### src/rtl/wb_rf_wport_arbiter.sv
// wb_rf_wport_arbiter
// Shares the single regfile write port between the in-order WB stage and a
// side requester (divider, uncached-load return). Side results are queued in
// a small FIFO and drained in WB idle cycles. If the queue keeps losing
// arbitration for STARVE_MAX cycles, WB is held for one cycle so the queue
// head can write.
//
// Ports:
//   clk, resetn                    clock, synchronous active-low reset
//   wb_valid/wb_dst/wb_data        WB stage write request
//   wb_hold                        WB lost the port; retry next cycle
//   side_valid/side_dst/side_data  side unit result
//   side_ready                     FIFO can accept (no bypass when full)
//   rf_we/rf_waddr/rf_wdata        registered regfile write port
//   fifo_count                     current FIFO occupancy
//   pend_mask                      registers targeted by queued side results
module wb_rf_wport_arbiter #(
    parameter int DEPTH      = 2,
    parameter int STARVE_MAX = 4
) (
    input  logic                       clk,
    input  logic                       resetn,
    input  logic                       wb_valid,
    input  logic [4:0]                 wb_dst,
    input  logic [31:0]                wb_data,
    output logic                       wb_hold,
    input  logic                       side_valid,
    input  logic [4:0]                 side_dst,
    input  logic [31:0]                side_data,
    output logic                       side_ready,
    output logic                       rf_we,
    output logic [4:0]                 rf_waddr,
    output logic [31:0]                rf_wdata,
    output logic [$clog2(DEPTH+1)-1:0] fifo_count,
    output logic [31:0]                pend_mask
);
    localparam int PW = (DEPTH > 1) ? $clog2(DEPTH) : 1;
    localparam int CW = $clog2(DEPTH + 1);
    localparam int SW = $clog2(STARVE_MAX + 1);

    typedef struct packed {
        logic [4:0]  dst;
        logic [31:0] data;
    } wr_req_t;

    wr_req_t          mem_q [DEPTH];
    logic [DEPTH-1:0] ent_vld_q;
    logic [PW-1:0]    rd_ptr_q, wr_ptr_q;
    logic [CW-1:0]    count_q;
    logic [SW-1:0]    starve_q;

    logic    fifo_ne, starved, grant_fifo, grant_wb, push, pop;
    wr_req_t win;

    // Arbitration: a starved queue beats WB, otherwise WB beats the queue.
    always_comb begin
        fifo_ne    = (count_q != '0);
        starved    = fifo_ne && (starve_q == SW'(STARVE_MAX));
        grant_fifo = fifo_ne && (starved || !wb_valid);
        grant_wb   = wb_valid && !starved;
        wb_hold    = wb_valid && starved;
        side_ready = (count_q != CW'(DEPTH));
        push       = side_valid && side_ready;
        pop        = grant_fifo;
        win        = grant_fifo ? mem_q[rd_ptr_q]
                                : wr_req_t'{dst: wb_dst, data: wb_data};
    end

    // Pending mask follows the registered entry-valid bits, so a popped entry
    // drops out in the same cycle its rf_we is visible.
    always_comb begin
        pend_mask = '0;
        for (int i = 0; i < DEPTH; i++)
            if (ent_vld_q[i]) pend_mask[mem_q[i].dst] = 1'b1;
        pend_mask[0] = 1'b0;
    end

    assign fifo_count = count_q;

    // Payload storage needs no reset; validity is tracked in ent_vld_q.
    always_ff @(posedge clk) begin
        if (push) mem_q[wr_ptr_q] <= wr_req_t'{dst: side_dst, data: side_data};
    end

    always_ff @(posedge clk) begin
        if (!resetn) begin
            ent_vld_q <= '0;
            rd_ptr_q  <= '0;
            wr_ptr_q  <= '0;
            count_q   <= '0;
            starve_q  <= '0;
            rf_we     <= 1'b0;
            rf_waddr  <= '0;
            rf_wdata  <= '0;
        end else begin
            // Push and pop never hit the same slot: push needs not-full,
            // pop needs not-empty, and the pointers only coincide at those.
            if (pop) begin
                ent_vld_q[rd_ptr_q] <= 1'b0;
                rd_ptr_q            <= rd_ptr_q + PW'(1);
            end
            if (push) begin
                ent_vld_q[wr_ptr_q] <= 1'b1;
                wr_ptr_q            <= wr_ptr_q + PW'(1);
            end
            case ({push, pop})
                2'b10:   count_q <= count_q + CW'(1);
                2'b01:   count_q <= count_q - CW'(1);
                default: count_q <= count_q;
            endcase

            if (!fifo_ne || grant_fifo)
                starve_q <= '0;
            else if (starve_q != SW'(STARVE_MAX))
                starve_q <= starve_q + SW'(1);

            // r0 writes are consumed but never reach the regfile.
            if (grant_fifo || grant_wb) begin
                rf_we    <= (win.dst != 5'd0);
                rf_waddr <= win.dst;
                rf_wdata <= win.data;
            end else begin
                rf_we    <= 1'b0;
            end
        end
    end
endmodule

### config.mk
export PLATFORM = sky130hd
export DESIGN_NAME = wb_rf_wport_arbiter
export DESIGN_NICKNAME = d
export VERILOG_FILES = /design/src/rtl/wb_rf_wport_arbiter.sv
export SDC_FILE = /design/constraint.sdc
export NUM_CORES = 1
export LEC_CHECK = 0
export BUFFER_PORTS_ARGS = -buffer_cell sky130_fd_sc_hd__buf_4
export CAP_MARGIN = 20
export CORE_MARGIN = 3
export CORE_UTILIZATION = 33
export CTS_BUF_LIST = sky130_fd_sc_hd__clkbuf_16
export DETAILED_ROUTE_END_ITERATION = 12
export PLACE_DENSITY = 0.52
export SLEW_MARGIN = 20
export SYNTH_ARGS = -nofsm -noshare
export SYNTH_HDL_FRONTEND = slang
export SYNTH_SLANG_ARGS = --single-unit
export TNS_END_PERCENT = 5
### constraint.sdc
create_clock -name clk -period 2.4 [get_ports clk]
set_input_delay 0.48 -clock clk [delete_from_list [all_inputs] [get_ports clk]]
set_output_delay 0.48 -clock clk [all_outputs]
set_load 0.02 [all_outputs]
==> impl_results.md <==
- Post-Synth Simple-Gate Area: 0.08924
- Gr ovfl total: 0
- PwrDens: 1087 nW/µm²
- Synth Flop Type: edfxtp_1
- Lkg Pwr: 2.805 nW
- Max Clk Rate: 0.4268 GHz
- Post-CTS Setup Bufs: 0
- Final setup viols: 0
- Fin crit share: 0.9762
- Worst setup margin: 0.05703 ns
- Initial Util: 0.3409
- Synthesized-area fraction occupied by adder cells: 0.006546
- Slack of the worst reg-to-reg path: 0.51 ns
- Synth Warn #: 0
- Layout Skew: 0.006941 ns
- EDFF count, synth: 74
- Clk sinks: 122
- Slew Limit Fails: 0
- CP Class: reg2out
- HP Start: side_data[12]
- Synth Area in Compound Gates: 0.1702
- Asr flop ratio synth: 0
- GRT Overall Usage: 0.1697
- Largest family of logic cells by synthesized area: compound AO/OA/AOI/OAI gates
- Row count: 47
- Share of cells above drive strength 1: 0.4257
- Ant. Diodes: 0
- First-pass GRT wire length: 24180 µm
- Clock buffer depth: 2
- Setup TNS: 0 ns
- DR iter-0 viols: 199
- Post-place setup slack: 0.4614 ns
- CP endpoint kind: primary output
- HPWL after detailed placement: 10540 µm
- Cell taking the most area after synthesis: edfxtp_1
- Worst slew pin tran: 0.5718 ns
- Post-Syn Area per Cell: 12.63 µm²
- Mapped Area: 5734 µm²
- Sequential fraction of the synthesis area: 0.5551
- Worst hold endpoint: mem_q[1][12]$_DFFE_PP_
- Avg Vias per Cell: 5.276
- # H-tree levels: 4
- Ports: 152
- Hold Crit Class: in2reg
- Hold depth: 1
- Worst Setup Start Kind: register
- Mux contribution to synthesized area: 0.1252
- Height of the die: 137.8 µm
- CTS tree: yes
- Via count: 4358
- Total core area: 16820 µm²
- Antenna viol nets, final: 0
- WL/cell: 19.36 µm
- Max transition margin: 0.6188
- Minimum clock period: 2.343 ns
- Post-Synth XOR/XNOR Area: 0.003055
- Syn nets: 535
- Synth-to-Final Area Change: 32.01%
- Initial antenna violation count: 0
- Vias in the first global route: 4428
- Final Net Count: 674
- Cells after Synth: 454
- Crit path DAT: 1.86 ns
- Distinct cells, synth: 48
- Die outline width: 137.8 µm
- Fin Hold WS: 0.2492 ns
- Routed wire length: 15990 µm
- Pin count of the biggest net entering global routing: 39
- Crit path max fanout: 7
- Worst vdd ir: 486.4 µV
- Synth Register Bits: 122
- Final hold violation count: 0
- CP required: 1.92 ns
- Reg2reg end: fifo_count[1]$_SDFFE_PN0P_
- Synth area leaders: edfxtp_1 (39%), dfxtp_1 (17%), mux2i_1 (6.6%), a211oi_2 (6.3%), mux2_2 (5.5%)
- Outcome: complete, no violations
- Max Cap Viol: 0
- Detailed Routing Iterations Pass 1: 4
- Die area: 18990 µm²
- GP Congestion: 0.7683
- CTS Hold Bufs: 0
- Port Buffers: 150
- Worst skew pair latency: 0.41 ns
- Root Buffer: clkbuf_16
- Worst R2R Path Depth: 5
- TritonCTS Buffers: 17
- Area share of the largest cell type after synthesis: 0.3875
- Post-cts sizing count: 0
- RR Startpoint: fifo_count[0]$_SDFFE_PN0P_
- Unrepaired setup endpoints after global routing: false
- Detailed-route DRC error count: 0
- Reg clk slew, reported paths: 0.05 ns
[through the flow]
stage,util,std cells,power (mW),cell area (µm²)
after floorplan,-,454,4.838,5734
after global placement,0.4153,794,5.758,6985
after detailed placement,0.4153,794,5.815,6985
after CTS,0.4501,826,8.347,7570
after global routing,0.4501,826,8.670,7570
final,0.4501,826,8.232,7570
[flip-flops by register name, indices dropped and copies added (netlist names), named ones only]
signal      flops
rf_wdata       32
ent_vld_q       2
wr_ptr_q        1
starve_q        3
rf_we           1
rd_ptr_q        1
mem_q          74
rf_waddr        5
fifo_count      2
[where the power goes]
group / total, mW / internal, mW / leakage [nW] / switching [mW]
Sequential: 3.06 / 2.72 / 1.09 / 0.334
Clock: 2.51 / 1.61 / 0.287 / 0.903
Combinational: 2.66 / 1.13 / 1.43 / 1.53
[per-layer routing]
metal | global-route usage | up-vias | routed length, µm
met3 | 0.04748 | 18 | 935
met5 | 0 | - | 0
li1 | - | 2047 | -
met2 | 0.2923 | 157 | 8161
met1 | 0.2079 | 2136 | 6725
met4 | 0.04830 | 0 | 170
[cell usage in the layout (no fill, tap or decap), types with 2 or more instances in the layout]
cell type,instances
a21oi_1,6
inv_1,5
nand3_1,5
nor4_1,3
o21ai_0,3
buf_4,159
o21ai_1,32
o22ai_1,31
a32o_1,6
ha_1,3
clkbuf_16,17
clkinvlp_4,3
dfxtp_1,47
a211oi_1,3
bufinv_16,3
nand2_1,3
mux2_2,28
edfxtp_1,74
o21a_1,6
nand3b_1,11
a211oi_2,29
mux2i_1,38
inv_2,2
nor3_1,40
buf_12,2
nor2_4,2
clkinv_2,6
mux2_1,2
or3_1,4
nor2_1,5
or3b_1,6
[worst max-delay path, cell delays in order (launching register included)]
cell      delay [ns]
edfxtp_1        0.46
or3b_1          0.55
o22ai_1         0.26
buf_4           0.18
[synth_stat cells (4+ instances only)]
| master | instances |
|---|---|
| o21ai_1 | 32 |
| mux2i_1 | 38 |
| a32o_1 | 6 |
| a21oi_1 | 6 |
| buf_4 | 5 |
| or3_1 | 4 |
| o22ai_1 | 31 |
| o21a_1 | 6 |
| clkbuf_1 | 8 |
| a211oi_2 | 29 |
| nand3b_1 | 11 |
| mux2_2 | 28 |
| dfxtp_1 | 48 |
| inv_1 | 6 |
| nor2_1 | 5 |
| or3b_1 | 6 |
| buf_6 | 9 |
| buf_2 | 19 |
| edfxtp_1 | 74 |
| nor3_1 | 40 |
| nand3_1 | 5 |
[cell families (layout without fill, tap and decap cells)]
logic type / Yosys count / after routing
AO/OA/AOI/OAI: 124 / 124
flip-flops: 122 / 122
AND/OR/NAND/NOR: 87 / 87
multiplexers: 68 / 68
buffers and inverters: 47 / 199
adder cells (fa/ha/maj): 3 / 3
XOR/XNOR: 2 / 2
other: 1 / 1
[area by class of cell]
type,instances,area [µm²]
Clock inverter,15,158.9
Clock buffer,17,425.4
Inverter,6,22.52
Tap cell,220,275.3
Multi-Input combinational cell,285,2270
Sequential cell,122,3184
Timing Repair Buffer,161,1234
Fill cell,1589,9249
[worst max path at each step]
stage	start	endpoint	slack, ns
final	mem_q[0][33]$_DFFE_PP_	pend_mask[8]	0.06
after CTS	mem_q[0][33]$_DFFE_PP_	pend_mask[8]	0.05
after global placement	wb_valid	rf_wdata[15]$_SDFFE_PN0P_	0.45
after detailed placement	wb_valid	rf_wdata[15]$_SDFFE_PN0P_	0.46
after global routing	mem_q[0][36]$_DFFE_PP_	pend_mask[5]	0.001
after floorplan	fifo_count[0]$_SDFFE_PN0P_	mem_q[0][0]$_DFFE_PP_	0.18
No activity file was read; power rests on OpenSTA's default activity.
